**src/rtl/fetch_sequencer_pkg.sv**
```systemverilog
// Shared types and widths for the instruction fetch front end.
// Address/instruction widths and the fetch FSM state encoding.
package fetch_sequencer_pkg;

  localparam int INST_MEMORY_ADDRESS_WIDTH = 32;
  localparam int RISC_V_INST_WIDTH = 32;

  typedef enum logic [1:0] {
    IDLE,
    REQ,
    HOLD,
    REDIR
  } fetch_state_t;

endpackage

```
**src/rtl/fetch_sequencer_if.sv**
```systemverilog
// Instruction-memory fetch port: request out, ack + read data back.
// Master is the sequencer, slave is the instruction memory.
interface fetch_sequencer_if
  import fetch_sequencer_pkg::*;
#(
  parameter int IW = RISC_V_INST_WIDTH
);

  logic          imem_req;
  logic          imem_ack;
  logic [IW-1:0] imem_rdata;

  modport master (
    output imem_req,
    input  imem_ack,
    input  imem_rdata
  );

  modport slave (
    input  imem_req,
    output imem_ack,
    output imem_rdata
  );

endinterface

```
**src/rtl/fetch_timeout_counter.sv**
```systemverilog
// Counts consecutive un-acked fetch cycles, saturating at the limit.
// limit_hit fires in the cycle that reaches the limit (and after).
module fetch_timeout_counter #(
  parameter int TIMEOUT_CYCLES = 64
) (
  input  logic clk,
  input  logic rst,
  input  logic count_en,
  input  logic clear,
  output logic limit_hit
);

  localparam int W =
    (TIMEOUT_CYCLES > 0) ? $clog2(TIMEOUT_CYCLES + 1) : 1;
  localparam logic [W-1:0] LIM = W'(TIMEOUT_CYCLES);
  localparam bit EN = (TIMEOUT_CYCLES != 0);

  logic [W-1:0] cnt_q;
  logic [W-1:0] cnt_d;

  always_comb begin
    cnt_d = cnt_q;
    if (clear) begin
      cnt_d = '0;
    end else if (count_en && (cnt_q != LIM)) begin
      cnt_d = cnt_q + 1'b1;
    end
  end

  always_ff @(posedge clk or negedge rst) begin
    if (!rst) begin
      cnt_q <= '0;
    end else begin
      cnt_q <= cnt_d;
    end
  end

  // With a zero limit the counter never moves and never reports.
  assign limit_hit = EN && count_en && !clear &&
                     (cnt_d == LIM);

endmodule

```
**src/rtl/fetch_sequencer.sv**
```systemverilog
// Fetch control FSM: drives the PC and imem request, delivers
// instructions to decode as single-cycle pulses.
module fetch_sequencer
  import fetch_sequencer_pkg::*;
#(
  parameter int AW = INST_MEMORY_ADDRESS_WIDTH,
  parameter int IW = RISC_V_INST_WIDTH,
  parameter int TIMEOUT_CYCLES = 64
) (
  input  logic                 clk,
  input  logic                 rst,
  input  logic                 stall,
  input  logic                 redirect_valid,
  input  logic [AW-1:0]        redirect_target,
  fetch_sequencer_if.master    imem,
  output logic                 pc_hold,
  output logic                 pc_src,
  output logic [AW-1:0]        pc_target,
  output logic                 inst_valid,
  output logic [IW-1:0]        inst_data,
  output logic                 flush,
  output logic                 fetch_error
);

  fetch_state_t  state_q;
  logic          pend_valid_q;
  logic [AW-1:0] pend_target_q;
  logic [IW-1:0] buf_q;
  logic          inst_valid_q;
  logic [IW-1:0] inst_data_q;
  logic          fetch_error_q;

  logic          req_c;
  logic          redir_any;
  logic          ack;
  logic          to_en;
  logic          to_clr;
  logic          to_hit;

  assign ack       = imem.imem_ack;
  assign redir_any = pend_valid_q | redirect_valid;

  fetch_timeout_counter #(
    .TIMEOUT_CYCLES(TIMEOUT_CYCLES)
  ) u_timeout (
    .clk      (clk),
    .rst      (rst),
    .count_en (to_en),
    .clear    (to_clr),
    .limit_hit(to_hit)
  );

  assign to_en  = (state_q == REQ) & ~ack;
  assign to_clr = (state_q != REQ) | ack;

  always_comb begin
    req_c   = 1'b0;
    pc_hold = 1'b1;
    pc_src  = 1'b0;
    flush   = 1'b0;
    unique case (state_q)
      IDLE: begin
      end
      REQ: begin
        req_c   = 1'b1;
        pc_hold = ~(ack & ~redir_any & ~stall);
      end
      HOLD: begin
        pc_hold = redir_any | stall;
      end
      REDIR: begin
        pc_hold = 1'b0;
        pc_src  = 1'b1;
        flush   = 1'b1;
      end
      default: begin
      end
    endcase
  end

  assign imem.imem_req = req_c;
  assign pc_target     = pend_target_q;
  assign inst_valid    = inst_valid_q;
  assign inst_data     = inst_data_q;
  assign fetch_error   = fetch_error_q;

  always_ff @(posedge clk or negedge rst) begin
    if (!rst) begin
      state_q       <= IDLE;
      pend_valid_q  <= 1'b0;
      pend_target_q <= '0;
      buf_q         <= '0;
      inst_valid_q  <= 1'b0;
      inst_data_q   <= '0;
      fetch_error_q <= 1'b0;
    end else begin
      inst_valid_q <= 1'b0;

      // A pulse during REDIR survives the clear and is taken next.
      if (redirect_valid) begin
        pend_valid_q  <= 1'b1;
        pend_target_q <= redirect_target;
      end else if (state_q == REDIR) begin
        pend_valid_q  <= 1'b0;
      end

      if (to_hit) begin
        fetch_error_q <= 1'b1;
      end

      unique case (state_q)
        IDLE: begin
          state_q <= REQ;
        end
        REQ: begin
          if (ack) begin
            if (redir_any) begin
              state_q <= REDIR;
            end else if (stall) begin
              buf_q   <= imem.imem_rdata;
              state_q <= HOLD;
            end else begin
              inst_data_q  <= imem.imem_rdata;
              inst_valid_q <= 1'b1;
            end
          end
        end
        HOLD: begin
          if (redir_any) begin
            state_q <= REDIR;
          end else if (!stall) begin
            inst_data_q  <= buf_q;
            inst_valid_q <= 1'b1;
            state_q      <= REQ;
          end
        end
        REDIR: begin
          state_q <= REQ;
        end
        default: begin
          state_q <= IDLE;
        end
      endcase
    end
  end

endmodule

```
**src/flat_wrapper.sv**
```systemverilog
// flat-port wrapper written by rule: the top's interface ports become plain ports
module fetch_sequencer_flat import fetch_sequencer_pkg::*;
#(
  parameter int AW = INST_MEMORY_ADDRESS_WIDTH,
  parameter int IW = RISC_V_INST_WIDTH,
  parameter int TIMEOUT_CYCLES = 64
)
  (clk, rst, stall, redirect_valid, redirect_target, pc_hold, pc_src, pc_target, inst_valid, inst_data, flush, fetch_error, imem_imem_req, imem_imem_ack, imem_imem_rdata);
  fetch_sequencer_if #(.IW(IW)) imem_i ();
  input  logic clk;
  input  logic rst;
  input  logic stall;
  input  logic redirect_valid;
  input  logic [AW-1:0] redirect_target;
  output logic pc_hold;
  output logic pc_src;
  output logic [AW-1:0] pc_target;
  output logic inst_valid;
  output logic [IW-1:0] inst_data;
  output logic flush;
  output logic fetch_error;
  output wire logic [$bits(imem_i.imem_req)-1:0] imem_imem_req;
  input wire logic [$bits(imem_i.imem_ack)-1:0] imem_imem_ack;
  input wire logic [$bits(imem_i.imem_rdata)-1:0] imem_imem_rdata;
  assign imem_imem_req = imem_i.imem_req;
  assign imem_i.imem_ack = imem_imem_ack;
  assign imem_i.imem_rdata = imem_imem_rdata;
  fetch_sequencer #(.AW(AW), .IW(IW), .TIMEOUT_CYCLES(TIMEOUT_CYCLES)) u_core (.clk(clk), .rst(rst), .stall(stall), .redirect_valid(redirect_valid), .redirect_target(redirect_target), .imem(imem_i), .pc_hold(pc_hold), .pc_src(pc_src), .pc_target(pc_target), .inst_valid(inst_valid), .inst_data(inst_data), .flush(flush), .fetch_error(fetch_error));
endmodule
```
**config.mk**
```make
export PLATFORM = sky130hd
export DESIGN_NAME = fetch_sequencer_flat
export DESIGN_NICKNAME = d
export VERILOG_FILES = /design/src/rtl/fetch_sequencer_pkg.sv /design/src/rtl/fetch_sequencer_if.sv /design/src/rtl/fetch_timeout_counter.sv /design/src/rtl/fetch_sequencer.sv /design/src/flat_wrapper.sv
export SDC_FILE = /design/constraint.sdc
export NUM_CORES = 1
export LEC_CHECK = 0
export CAP_MARGIN = 10
export CORE_ASPECT_RATIO = 1.2
export CORE_MARGIN = 3
export CORE_UTILIZATION = 48
export DETAILED_ROUTE_END_ITERATION = 10
export PLACE_DENSITY = 0.88
export SLEW_MARGIN = 0
export SYNTH_ARGS = -nofsm -noshare
export SYNTH_HDL_FRONTEND = slang
export SYNTH_HIERARCHICAL = 1
export SYNTH_SLANG_ARGS = --single-unit
```
**constraint.sdc**
```tcl
create_clock -name clk -period 3.1 [get_ports clk]
set_input_delay 0.465 -clock clk [delete_from_list [all_inputs] [get_ports clk]]
set_output_delay 0.465 -clock clk [all_outputs]
set_load 0.02 [all_outputs]
```
# Word-level counts from Yosys, hierarchy flattened
# Cells that the tools add are included.
# classes
reduce_logical	11
n_eq_ne	13
muxes	23
bitwise_logic	10
n_addsub	1
# ops
cell	n
$mux 32	5
$pmux 32 s2	1
$mux 7	2
$mux 2	5
$ne 2x2->1 const B	5
$add 7x1->7 const B	1
$eq 7x7->1 const B	1
$mux 1	7
$ne 7x7->1 const B	1
$ne 3x2->1 const B	2
$pmux 2 s3	1
$reduce_and 6->1	1
$eq 2x2->1 const B	2
$not 1->1	4
$reduce_and 4->1	1
$reduce_bool 2->1	2
$and 1x1->1	3
$logic_and 1x1->1	3
$or 1x1->1	3
$pmux 1 s3	1
$reduce_and 3->1	1
$eq 2x1->1 const B	1
$logic_not 2->1	1
$ne 2x1->1 const B	1
3 further kinds	3
# word_totals
word_cells	66
in_bits	69
out_inout_bits	70
reg_bits	108

# Depth between registers and ports, before layout
# Gate-level depths: netlist of the first run.
# logic_depth
depth_word	7
ltp_mapped	9
depth_no_buf	9

# Cells and area by module
# The synthesis of the first run kept the hierarchy.
# modules_own_cells
mod	area_per_inst_um2	seq_area_each_um2	cells_each	n_inst
fetch_sequencer	4491.8	2527.4	279	1
fetch_timeout_counter	456.7	175.2	47	1

# Least setup slack after synthesis of the first run
# No wires, ideal clock.
# synth_path
path_kind	reg2reg
start	register u_core.state_q[1]
end	register u_core.fetch_error_q, in the netlist u_core/fetch_error
arrival_time_ns	2.301
stages_incl_launch_ff	10
synth_period_minus_slack_ns	2.428
path_buffers	0
slack_ns	0.672
t_required_ns	2.973
setup_ns	0.127
cell_sequence	dfrtp_1 > inv_1 > ha_1 > or2b_1 > inv_1 > nand4_1 > nor2_1 > mux2_2 > nor4b_2 > or2_2
# synth_between
word_cells_on_any_way	11
classes_between	3 x eq/ne; 2 x mux; 2 x bitwise; 4 x reduce/logical
# synth_rtl
item	line	source
start, declared	fetch_sequencer.sv:25	fetch_state_t state_q;
start signal, assigned	fetch_sequencer.sv:89	state_q <= IDLE;
start signal, assigned	fetch_sequencer.sv:113	state_q <= REQ;
start signal, assigned	fetch_sequencer.sv:118	state_q <= REDIR;
$ne 2x1->1	fetch_sequencer.sv:54	assign to_clr = (state_q != REQ) | ack;
$or 1x1->1	fetch_sequencer.sv:54	
named net u_core.to_clr	fetch_sequencer.sv:37	logic to_clr;
$mux 7	fetch_timeout_counter.sv:23	if (clear) begin
named net u_core.u_timeout.cnt_d[6]	fetch_timeout_counter.sv:19	logic [W-1:0] cnt_d;
$eq 7x7->1	fetch_timeout_counter.sv:40	(cnt_d == LIM);
$logic_and 1x1->1	fetch_timeout_counter.sv:39	assign limit_hit = EN && count_en && !clear &&
named net u_core.to_hit	fetch_sequencer.sv:38	logic to_hit;
end signal, assigned	fetch_sequencer.sv:95	fetch_error_q <= 1'b0;
end signal, assigned	fetch_sequencer.sv:108	fetch_error_q <= 1'b1;
end, declared	fetch_sequencer.sv:31	logic fetch_error_q;
# The timed path passes the listed nets, and every way through them passes these cells.
# A chain may end at the register's enable or synchronous reset.

# Worst setup path in the final report of the first run
# layout_path
start	input stall
end	output pc_hold
# layout_between
elab_chain_len	4
word_cells_on_any_way	5
classes_between	1 x mux; 4 x bitwise
# layout_lines
item	line	source
start, declared	flat_wrapper.sv:12	input logic stall;
$not 1->1	fetch_sequencer.sv:66	pc_hold = ~(ack & ~redir_any & ~stall);
$and 1x1->1	fetch_sequencer.sv:66	
$not 1->1	fetch_sequencer.sv:66	
$pmux 1 s3 *	fetch_sequencer.sv:61	unique case (state_q)
end, declared	flat_wrapper.sv:15	output logic pc_hold;
# Mark *: on every way between the ends. The rest lies on a longest branch, timed or not.

==> summary.txt, run 1 <==
Synthesis
  – Adder-cell share of the synthesized area: under 10%
  – Unique masters post-synth: 42
  – Mapped Nets: between 400 and 500
  – Fraction of synthesized area in multiplexers: a little under a third
  – Post-synthesis sequential area ratio: between 50% and 60%
  – Post-Syn Area: slightly below 5000 µm²
  – Synth Area in Simple Gates: around 4.2%
  – Ranking of synthesized cells by area: dfrtp_1 (55%), mux2_2 (22%), mux2_4 (9.1%)
  – Most frequent cell after synthesis: dfrtp_1
  – Async S/R FF share, synth: 100%
  – Seq cells post-synth: 108
  – XOR/XNOR Fraction of Synth Area: 1.24%
  – Ys flop type: dfrtp_1
  – Avg Synthesized Cell Area: 15.2 µm²
  – Compound-cell area share of the yosys netlist: approximately 2.5%
  – Warnings, synthesis: 6
  – Post-synth top area cell: dfrtp_1
  – EDFF count, synth: 0
  – Largest family of logic cells by synthesized area: multiplexers
  – Post-synth top cells: dfrtp_1 (108), mux2_2 (98), mux2_4 (30)
  – Post-synth top area share: 54.6%
  – Synth Instances: 326

STA
  – Max-slew violations: 0
  – Tmin final: between 2 and 3 ns
  – Worst Skew: approximately 0.011 ns
  – Max frequency: around 370 MHz
  – RSZ-0062 raised after global routing: false
  – Actual slew at the worst max-slew pin: between 0.6 and 0.7 ns
  – Setup tns final: 0 ns
  – Final Cycle Share: 86.4%
  – Final hold violations: 0
  – Count of final setup violators: 0
  – Worst slew margin: a little under three fifths

Critical path
  – Worst path cell trace: clkdlybuf4s50_1 -> or3_1 -> a21oi_1 -> o21bai_1 -> clkdlybuf4s50_1
  – Crit-path most repeated cell: clkdlybuf4s50_1
  – Crit. End Element: output port
  – Endpoint arrival time on the critical path: 2.21 ns
  – Crit path largest cell delay: between 0.5 and 0.6 ns
  – Worst Path Required: ~2.6 ns
  – CP startpoint kind: input pin
  – Worst-case reg-to-reg path depth: 9
  – Flop2flop setup slack: just under 0.6 ns
  – Worst-path fanout max: 6
  – Slowest CP cell: clkdlybuf4s50_1
  – Critical path class: input pin to output port

Run status
  – Status: finished clean

Clock tree
  – TritonCTS buffer count: 9
  – Post-CTS sizing: 0
  – CTS tree: done
  – Clock sink count: between 100 and 150
  – H-Tree Depth: 3
  – Clock-pin slew on the worst setup and hold paths: roughly 0.070 ns
  – Hold buffer count at cts: 0
  – Setup Fix Bufs, Post-CTS: 0
  – Clk_lat worst skew: around 0.34 ns
  – Root Driver: clkbuf_16
  – CTS Buffer Depth: 2

Die
  – Die Y: ~120 µm
  – # rows: 39
  – Starting density of the core: 50.5%
  – Core box area: 9810 µm²
  – Chip width: approximately 100 µm
  – Io pins: about 140
  – Die Footprint: 11600 µm²

Power and ir drop
  – Pwr Density: between 800 and 900 nW/µm²
  – Peak VDD IR: 418 µV
  – LEAKAGE: between 2 and 3 nW

GRT
  – Met3 GRT Util: under 10%
  – Global route overflow: 0
  – M2 GR Usage: 35.1%
  – Most Used Layer, Global Route: met2
  – Gr usage total: between 10% and 20%
  – Initial antenna violation count: 0
  – Met1 GRT Util: 21.3%
  – First-pass GRT wire length: roughly 17 mm
  – Vias in the first global route: between 3000 and 4000
  – Pin count of the biggest net entering global routing: 59

Detailed routing
  – Drt total wl: approximately 11 mm
  – Remaining antenna violation count after routing: 0
  – Vias/cell: approximately 5.2
  – Routed len/inst: about 18 µm
  – Detailed-route via count: ~3000
  – First-pass DRT Iterations: 4
  – Initial DRC count: 103
  – DRC Markers: 0

Cells and area
  – Syn-to-layout area delta: 34.5%
  – FF/Latch Area: 2700 µm²
  – Footprint of the multi-input gates: between 2000 and 2500 µm²
  – Share of cells above drive strength 1: about a third
  – Diode count: 0
  – Post-layout nets: 538
  – Final cell count without fillers: around 590
  – Fillers: 670

Worst hold path
  – Worst Hold Class: input pin to asynchronous set/reset pin

Place
  – Port buffer count: roughly 140
  – Gpl congestion: about 0.84
  – Placed Instances: approximately 570
  – Detailed Place HPWL: between 7 and 8 mm

Job
  – Max-Cap Viols: 0
-- worst max-delay path: cells and delay by family --
| family | cells | cell delay [ns] |
|---|---|---|
| simple gates | 1 | 0.41 |
| buf+inv | 2 | 1.08 |
| compound gates | 2 | 0.25 |
-- area by class of cell --
| type | count | share of cell area, % |
|---|---|---|
| multi-input cells | 192 | 30.9 |
| repair buffers | 142 | 21.4 |
| inverters | 9 | 0.508 |
| well taps | 123 | 2.31 |
| clock buffers | 9 | 3.38 |
| flip-flops and latches | 108 | 40.6 |
| clock inverters | 5 | 0.902 |
-- state kept, by name, indices dropped and copies added, names as in the netlist --
name	count
u_core/buf_q	32
u_core/inst_data	32
u_core/pc_target	32
u_core/u_timeout/cnt_q	7
u_core/state_q	2
u_core/fetch_error	1
u_core/inst_valid	1
u_core/pend_valid_q	1
-- final timing paths --
| kind | from | to |
|---|---|---|
| max | stall | pc_hold |
| min | rst | u_core/buf_q[5]$_DFFE_PN0P_ |
| max reg2reg | u_core/state_q[1]$_DFFE_PN0P_ | u_core/fetch_error$_DFFE_PN0P_ |
| min reg2reg | u_core/fetch_error$_DFFE_PN0P_ | u_core/fetch_error$_DFFE_PN0P_ |
| max in group asynchronous | rst | u_core/inst_data[22]$_DFFE_PN0P_ |
| min in group clk | u_core/fetch_error$_DFFE_PN0P_ | u_core/fetch_error$_DFFE_PN0P_ |
-- power by group --
part	switching [mW]	leakage [nW]	internal [mW]
registers	0.268	1.31	1.87
logic	0.935	1.40	1.26
clock network	0.493	0.138	0.622
-- per-stage QoR --
step | setup WS (ns) | hold slack (ns) | utilization, % | instance area, µm² | total power, mW
after CTS | 0.420 | 0.175 | 67.9 | 6660 | 5.52
final | 0.423 | 0.147 | 67.9 | 6660 | 5.45
after floorplan | 0.672 | 0.169 | - | 4950 | 3.53
after global placement | 0.443 | 0.458 | 64.9 | 6370 | 4.29
after detailed placement | 0.405 | 0.474 | 64.9 | 6370 | 4.37
after global routing | 0.362 | 0.190 | 67.9 | 6660 | 5.74
-- per-layer routing --
| layer | wire length, µm | vias to the layer above |
|---|---|---|
| li1 | - | 1423 |
| met1 | 4110 | 1560 |
| met2 | 5870 | 80 |
| met3 | 569 | 12 |
| met4 | 129 | 0 |
| met5 | 0 | - |
-- logic make-up (layout without fill, tap and decap cells) --
| logic type | count (synthesis) | in the layout |
|---|---|---|
| muxes | 130 | 130 |
| DFF | 108 | 108 |
| AOI/OAI and AO/OA | 18 | 18 |
| buffers and inverters | 26 | 165 |
| adders and majority gates | 7 | 7 |
| and+or+nand+nor | 30 | 30 |
| xor gates and xnor gates | 7 | 7 |
-- layout by cell type (no fill, tap or decap), types with 2 or more instances in the layout --
cell type	n
inv_6	2
dfrtp_1	108
clkdlybuf4s50_1	137
o21ai_0	3
nand4bb_1	2
mux2_4	30
nor2_1	8
xor2_1	4
inv_1	8
ha_1	6
xnor2_1	3
nor2b_1	3
a21oi_1	7
nand2_1	2
nand4_1	3
clkbuf_16	9
buf_4	4
mux2_2	98
Power figures use the tool's default switching activity.
==> run 2: changes to the inputs <==
--- a/config.mk
+++ b/config.mk
@@ -10,6 +10,7 @@
 export CORE_MARGIN = 3
 export CORE_UTILIZATION = 48
 export DETAILED_ROUTE_END_ITERATION = 10
+export GPL_TIMING_DRIVEN = 0
 export PLACE_DENSITY = 0.88
 export SLEW_MARGIN = 0
 export SYNTH_ARGS = -nofsm -noshare
==> run 2 against run 1 <==
Compared with the run above:
- global-route usage rose by 0.16 points
- final area increased by 2.7%
- non-clock buffer count grew 14
- fmax is 5.3% lower
- clock power rose by 12%
- worst setup slack worse by 0.15 ns
- clock-buffer cell count increased by 2
- critical path type unchanged
- final cell count rose by 2.7%
==> summary.txt, run 2 (synthesis results as in run 1) <==
STA
  – Max frequency: 354 MHz (-5.3%)
  – Count of final setup violators: 0 (unchanged)
  – Final Cycle Share: 91.2% (+4.9 points)
  – Tmin final: 2.83 ns (+0.151 ns)
  – Max-slew violations: 0 (unchanged)
  – Worst slew margin: 53.9% (-2.2 points)
  – Worst Skew: 0.00934 ns (-0.00175 ns)
  – Final hold slack: 0.162 ns (+0.0146 ns)
  – Final hold violations: 0 (unchanged)
  – Actual slew at the worst max-slew pin: 0.692 ns (+0.0336 ns)
  – RSZ-0062 raised after global routing: false

Critical path
  – Worst-case reg-to-reg path depth: 9 (unchanged)
  – Endpoint arrival time on the critical path: 2.36 ns (+0.15 ns)
  – Crit. End Element: output port
  – FF-to-FF End: u_core/fetch_error$_DFFE_PN0P_
  – Crit-path most repeated cell: clkdlybuf4s50_1
  – Critical path class: input pin to output port
  – Crit path largest cell delay: 0.55 ns (about the same)
  – Flop2flop setup slack: 0.48 ns (-0.11 ns)
  – Worst Path Required: 2.63 ns (about the same)
  – R2R Path Start: u_core/state_q[1]$_DFFE_PN0P_
  – Worst-path fanout max: 10 (+4)
  – Worst path cell trace: clkdlybuf4s50_1 -> buf_2 -> or3_1 -> a21oi_1 -> o21bai_1 -> clkdlybuf4s50_1
  – Slowest CP cell: clkdlybuf4s50_1
  – CP startpoint kind: input pin

Power and ir drop
  – Peak VDD IR: 512 µV (+23%)
  – Pwr Density: 831 nW/µm² (+1.5%)
  – Power after layout: 5.68 mW (+4.2%)
  – LEAKAGE: 2.96 nW (+3.8%)

Detailed routing
  – Initial DRC count: 124 (+20%)
  – Remaining antenna violation count after routing: 0 (unchanged)
  – Met2 routed WL: 5.77 mm (-1.8%)
  – M1 WL: 4.17 mm (+1.5%)
  – First-pass DRT Iterations: 4 (unchanged)
  – Met3 wire len: 527 µm (-7.4%)
  – Detailed-route via count: 3110 (+1.1%)
  – Vias/cell: 5.15 (-1.5%)
  – DR top layer: met4
  – DRC Markers: 0 (unchanged)
  – Routed len/inst: 17.5 µm (-3.5%)
  – Drt total wl: 10.6 mm (-0.84%)

Die
  – Core box area: 9810 µm² (unchanged)
  – Chip width: 98.7 µm (unchanged)
  – # rows: 39 (unchanged)
  – Die Footprint: 11600 µm² (unchanged)
  – Io pins: 139 (unchanged)
  – Starting density of the core: 50.5% (unchanged)
  – Die Y: 117 µm (unchanged)

Cells and area
  – Syn-to-layout area delta: 38.1%
  – Final core occ: 69.7% (+1.8 points)
  – Share of cells above drive strength 1: 35.1% (+1.6 points)
  – FF/Latch Area: 2700 µm² (unchanged)
  – Most frequent cells in the layout: clkdlybuf4s50_1 (137), dfrtp_1 (108), mux2_2 (98)
  – Fillers: 644 (-3.9%)
  – Most common cell after layout, fill and taps aside: clkdlybuf4s50_1
  – Post-layout nets: 552 (+2.6%)
  – Diode count: 0 (unchanged)
  – Footprint of the multi-input gates: 2060 µm² (-0.12%)

GRT
  – Gr usage total: 19.1% (+0.16 points)
  – Pin count of the biggest net entering global routing: 56 (-5.1%)
  – Initial antenna violation count: 0 (unchanged)
  – Global route overflow: 0 (unchanged)
  – Vias in the first global route: 3520 (+0.34%)
  – First-pass GRT wire length: 17.5 mm (+0.84%)

Place
  – Gpl congestion: 0.832 (-1.5%)
  – Port buffer count: 138 (unchanged)
  – Detailed Place HPWL: 7.91 mm (+5.0%)

Run status
  – Status: finished clean

Clock tree
  – Setup Fix Bufs, Post-CTS: 0 (unchanged)
  – Clock sink count: 108 (unchanged)
  – Clk_lat worst skew: 0.34 ns (about the same)
  – Post-CTS sizing: 0 (unchanged)
  – CTS Buffer Depth: 2 (unchanged)
  – Root Driver: clkbuf_16
  – Hold buffer count at cts: 0 (unchanged)
  – H-Tree Depth: 3 (unchanged)
  – TritonCTS buffer count: 9 (unchanged)
  – CTS tree: done
  – Clock-pin slew on the worst setup and hold paths: 0.07 ns (about the same)

Worst hold path
  – Worst Hold Class: input pin to asynchronous set/reset pin

Job
  – Max-Cap Viols: 0 (unchanged)
## run 2: cell count changes in the layout (fill, tap and decap cells not counted), sizes merged
| cell | delta |
|---|---|
| buf | +14 |
| clkbuf | +2 |
| bufinv | +1 |
| clkinvlp | -1 |
## run 2: layout make-up
type	instances	share of cell area [%]
clock inverter	5	1.21
multi-input combinational	192	30.1
buffer	17	2.29
tap	123	2.25
timing repair buffer	139	20.6
inverter	9	0.494
sequential	108	39.5
clock buffer	11	3.55
## run 2: power by group
group	internal [mW]	switching, mW
Clock	0.735	0.502
Combinational	1.34	0.963
Sequential	1.87	0.266
## run 2: critical path: cells and delay by family
| family | cells | cell delay, ns |
|---|---|---|
| compound gates | 2 | 0.27 |
| simple gates | 1 | 0.42 |
| buf+inv | 3 | 1.21 |
## run 2: metal layers
layer,GRT usage [%],vias up
li1,-,1452
met1,22.9,1574
met2,34.0,73
met3,4.74,11
met4,6.38,0
met5,0,-
## run 2: how the worst max path moves through the flow
| stage | startpoint | end | slack (ns) |
|---|---|---|---|
| 6_report | redirect_valid | pc_hold | 0.27 |
| 5_1_grt | redirect_valid | pc_hold | 0.21 |
| 3_5_place_dp | redirect_valid | pc_hold | 0.28 |
| 3_3_place_gp | rst | u_core/pc_target[11]$_DFFE_PN0P_ | -2.47 |
| 4_1_cts | redirect_valid | pc_hold | 0.26 |
| 2_1_floorplan | u_core/state_q[1]$_DFFE_PN0P_ | u_core/fetch_error$_DFFE_PN0P_ | 0.67 |
## run 2: through the flow
step           cell area (µm²)  std cells  worst slack [ns]  TNS [ns]
2_1_floorplan             4950        326             0.672         0
3_3_place_gp              6480        587             -2.47   -266.25
3_5_place_dp              6510        588             0.277         0
4_1_cts                   6830        604             0.265         0
5_1_grt                   6830        604             0.206         0
6_report                  6830        604             0.272         0
==> run 3: changes to the inputs <==
--- a/config.mk
+++ b/config.mk
@@ -5,7 +5,6 @@
 export SDC_FILE = /design/constraint.sdc
 export NUM_CORES = 1
 export LEC_CHECK = 0
-export CAP_MARGIN = 10
 export CORE_ASPECT_RATIO = 1.2
 export CORE_MARGIN = 3
 export CORE_UTILIZATION = 48
==> run 3 against run 2 <==
Compared with the run above:
- non-clock buffer count did not move
- core utilization unchanged
- hold slack unchanged
- total power is the same
- worst setup slack did not move
- routed wire length is the same
- sequential cell count did not move
- fmax did not move
- final cell count stayed put
- die area is the same
- sequential power hardly changed
- first-iteration DRC count did not move
- largest cell class unchanged
==> summary.txt, run 3 (synthesis results as in run 1) <==
Power and ir drop
  – LEAKAGE: 2.96 nW (unchanged)
  – Peak VDD IR: 512 µV (unchanged)
  – Pwr Density: 831 nW/µm² (unchanged)
  – Power after layout: 5.68 mW (unchanged)

GRT
  – Initial antenna violation count: 0 (unchanged)
  – Vias in the first global route: 3520 (unchanged)
  – Pin count of the biggest net entering global routing: 56 (unchanged)
  – Gr usage total: 19.1% (unchanged)
  – Global route overflow: 0 (unchanged)
  – First-pass GRT wire length: 17.5 mm (unchanged)

Cells and area
  – Syn-to-layout area delta: 38.1% (unchanged)
  – Diode count: 0 (unchanged)
  – Footprint of the multi-input gates: 2060 µm² (unchanged)
  – Post-layout nets: 552 (unchanged)
  – Fillers: 644 (unchanged)
  – Share of cells above drive strength 1: 35.1% (unchanged)
  – Most frequent cells in the layout: clkdlybuf4s50_1 (137), dfrtp_1 (108), mux2_2 (98)
  – FF/Latch Area: 2700 µm² (unchanged)
  – Final cell count without fillers: 604 (unchanged)
  – Most common cell after layout, fill and taps aside: clkdlybuf4s50_1

STA
  – RSZ-0062 raised after global routing: false
  – Max-slew violations: 0 (unchanged)
  – Worst Skew: 0.00934 ns (unchanged)
  – Count of final setup violators: 0 (unchanged)
  – Final Cycle Share: 91.2% (unchanged)
  – Tmin final: 2.83 ns (unchanged)
  – Final hold violations: 0 (unchanged)
  – Worst slew margin: 53.9% (unchanged)
  – Max frequency: 354 MHz (unchanged)
  – Actual slew at the worst max-slew pin: 0.692 ns (unchanged)
  – Final hold slack: 0.162 ns (unchanged)

Critical path
  – Critical path class: input pin to output port
  – Crit-path most repeated cell: clkdlybuf4s50_1
  – Slowest CP cell: clkdlybuf4s50_1
  – Worst path cell trace: clkdlybuf4s50_1 -> buf_2 -> or3_1 -> a21oi_1 -> o21bai_1 -> clkdlybuf4s50_1
  – CP startpoint kind: input pin
  – Worst-path fanout max: 10 (unchanged)
  – Crit. End Element: output port
  – CP top delay family: buffers and inverters
  – Endpoint arrival time on the critical path: 2.36 ns (about the same)
  – Worst Path Required: 2.63 ns (about the same)
  – Crit path largest cell delay: 0.55 ns (about the same)
  – WP buf/inv: 3 (unchanged)

Clock tree
  – Post-CTS sizing: 0 (unchanged)
  – Hold buffer count at cts: 0 (unchanged)
  – Clock sink count: 108 (unchanged)
  – Clock-pin slew on the worst setup and hold paths: 0.07 ns (about the same)
  – Root Driver: clkbuf_16
  – CTS tree: done
  – TritonCTS buffer count: 9 (unchanged)
  – CTS Buffer Depth: 2 (unchanged)
  – Setup Fix Bufs, Post-CTS: 0 (unchanged)
  – H-Tree Depth: 3 (unchanged)
  – Clk_lat worst skew: 0.34 ns (about the same)

Die
  – Die Y: 117 µm (unchanged)
  – Die Footprint: 11600 µm² (unchanged)
  – Core box area: 9810 µm² (unchanged)
  – Starting density of the core: 50.5% (unchanged)
  – Chip width: 98.7 µm (unchanged)
  – # rows: 39 (unchanged)
  – Io pins: 139 (unchanged)

Detailed routing
  – Detailed-route via count: 3110 (unchanged)
  – DRC Markers: 0 (unchanged)
  – Initial DRC count: 124 (unchanged)
  – Routed len/inst: 17.5 µm (unchanged)
  – First-pass DRT Iterations: 4 (unchanged)
  – Remaining antenna violation count after routing: 0 (unchanged)
  – Drt total wl: 10.6 mm (unchanged)
  – Vias/cell: 5.15 (unchanged)

Place
  – Placed Instances: 588 (unchanged)
  – Detailed Place HPWL: 7.91 mm (unchanged)
  – Port buffer count: 138 (unchanged)
  – Gpl congestion: 0.832 (unchanged)

Worst hold path
  – Worst Hold Class: input pin to asynchronous set/reset pin

Job
  – Max-Cap Viols: 0 (unchanged)

Run status
  – Status: finished clean
-- run 3: cell counts in the layout (fill, tap and decap cells not counted) --
Identical to the previous run, type by type.
-- run 3: final cells by class --
| cell class | count | share of cell area, % |
|---|---|---|
| Multi-Input combinational cell | 192 | 30.1 |
| Timing Repair Buffer | 139 | 20.6 |
| Inverter | 9 | 0.494 |
| Clock buffer | 11 | 3.55 |
| Tap cell | 123 | 2.25 |
| Buffer | 17 | 2.29 |
| Clock inverter | 5 | 1.21 |
| Sequential cell | 108 | 39.5 |
-- run 3: report_power, final --
part	total [mW]	internal, mW	switching (mW)
sequential	2.14	1.87	0.266
clock	1.24	0.735	0.502
combinational	2.31	1.34	0.963
-- run 3: metal layers --
| layer | wire length (µm) | share of wire (%) | GRT usage [%] | vias up |
|---|---|---|---|---|
| met5 | 0 | 0 | 0 | - |
| met4 | 125 | 1.2 | 6.38 | 0 |
| met3 | 527 | 5.0 | 4.74 | 11 |
| met2 | 5770 | 54 | 34.0 | 73 |
| met1 | 4170 | 39 | 22.9 | 1574 |
| li1 | - | - | - | 1452 |
-- run 3: path summary, 6_finish.rpt --
path	cells after the start	slack, ns	start	endpoint
min in group clk	1	0.47	u_core/fetch_error$_DFFE_PN0P_	u_core/fetch_error$_DFFE_PN0P_
setup reg to reg	9	0.48	u_core/state_q[1]$_DFFE_PN0P_	u_core/fetch_error$_DFFE_PN0P_
setup / recovery	6	0.27	redirect_valid	pc_hold
hold reg to reg	1	0.47	u_core/fetch_error$_DFFE_PN0P_	u_core/fetch_error$_DFFE_PN0P_
max in group asynchronous	2	2.26	rst	u_core/pc_target[18]$_DFFE_PN0P_
hold / removal	1	0.16	rst	u_core/inst_data[5]$_DFFE_PN0P_
-- run 3: worst reg2reg max path, stage by stage (launching register included) --
cell and delay (ns):
dfrtp_1 0.41, inv_1 0.13, ha_1 0.38, or2b_1 0.33
inv_1 0.18, nand4_1 0.16, nor2_1 0.14, mux2_2 0.35
nor4b_2 0.16, or2_2 0.27
-- run 3: metrics by stage --
step	instance area, µm²	utilization (%)	setup TNS [ns]	setup slack, ns
after floorplan	4950	-	0	0.672
after global placement	6480	66.1	-266.25	-2.47
after detailed placement	6510	66.4	0	0.277
after CTS	6830	69.7	0	0.265
after global routing	6830	69.7	0	0.206
final	6830	69.7	0	0.272
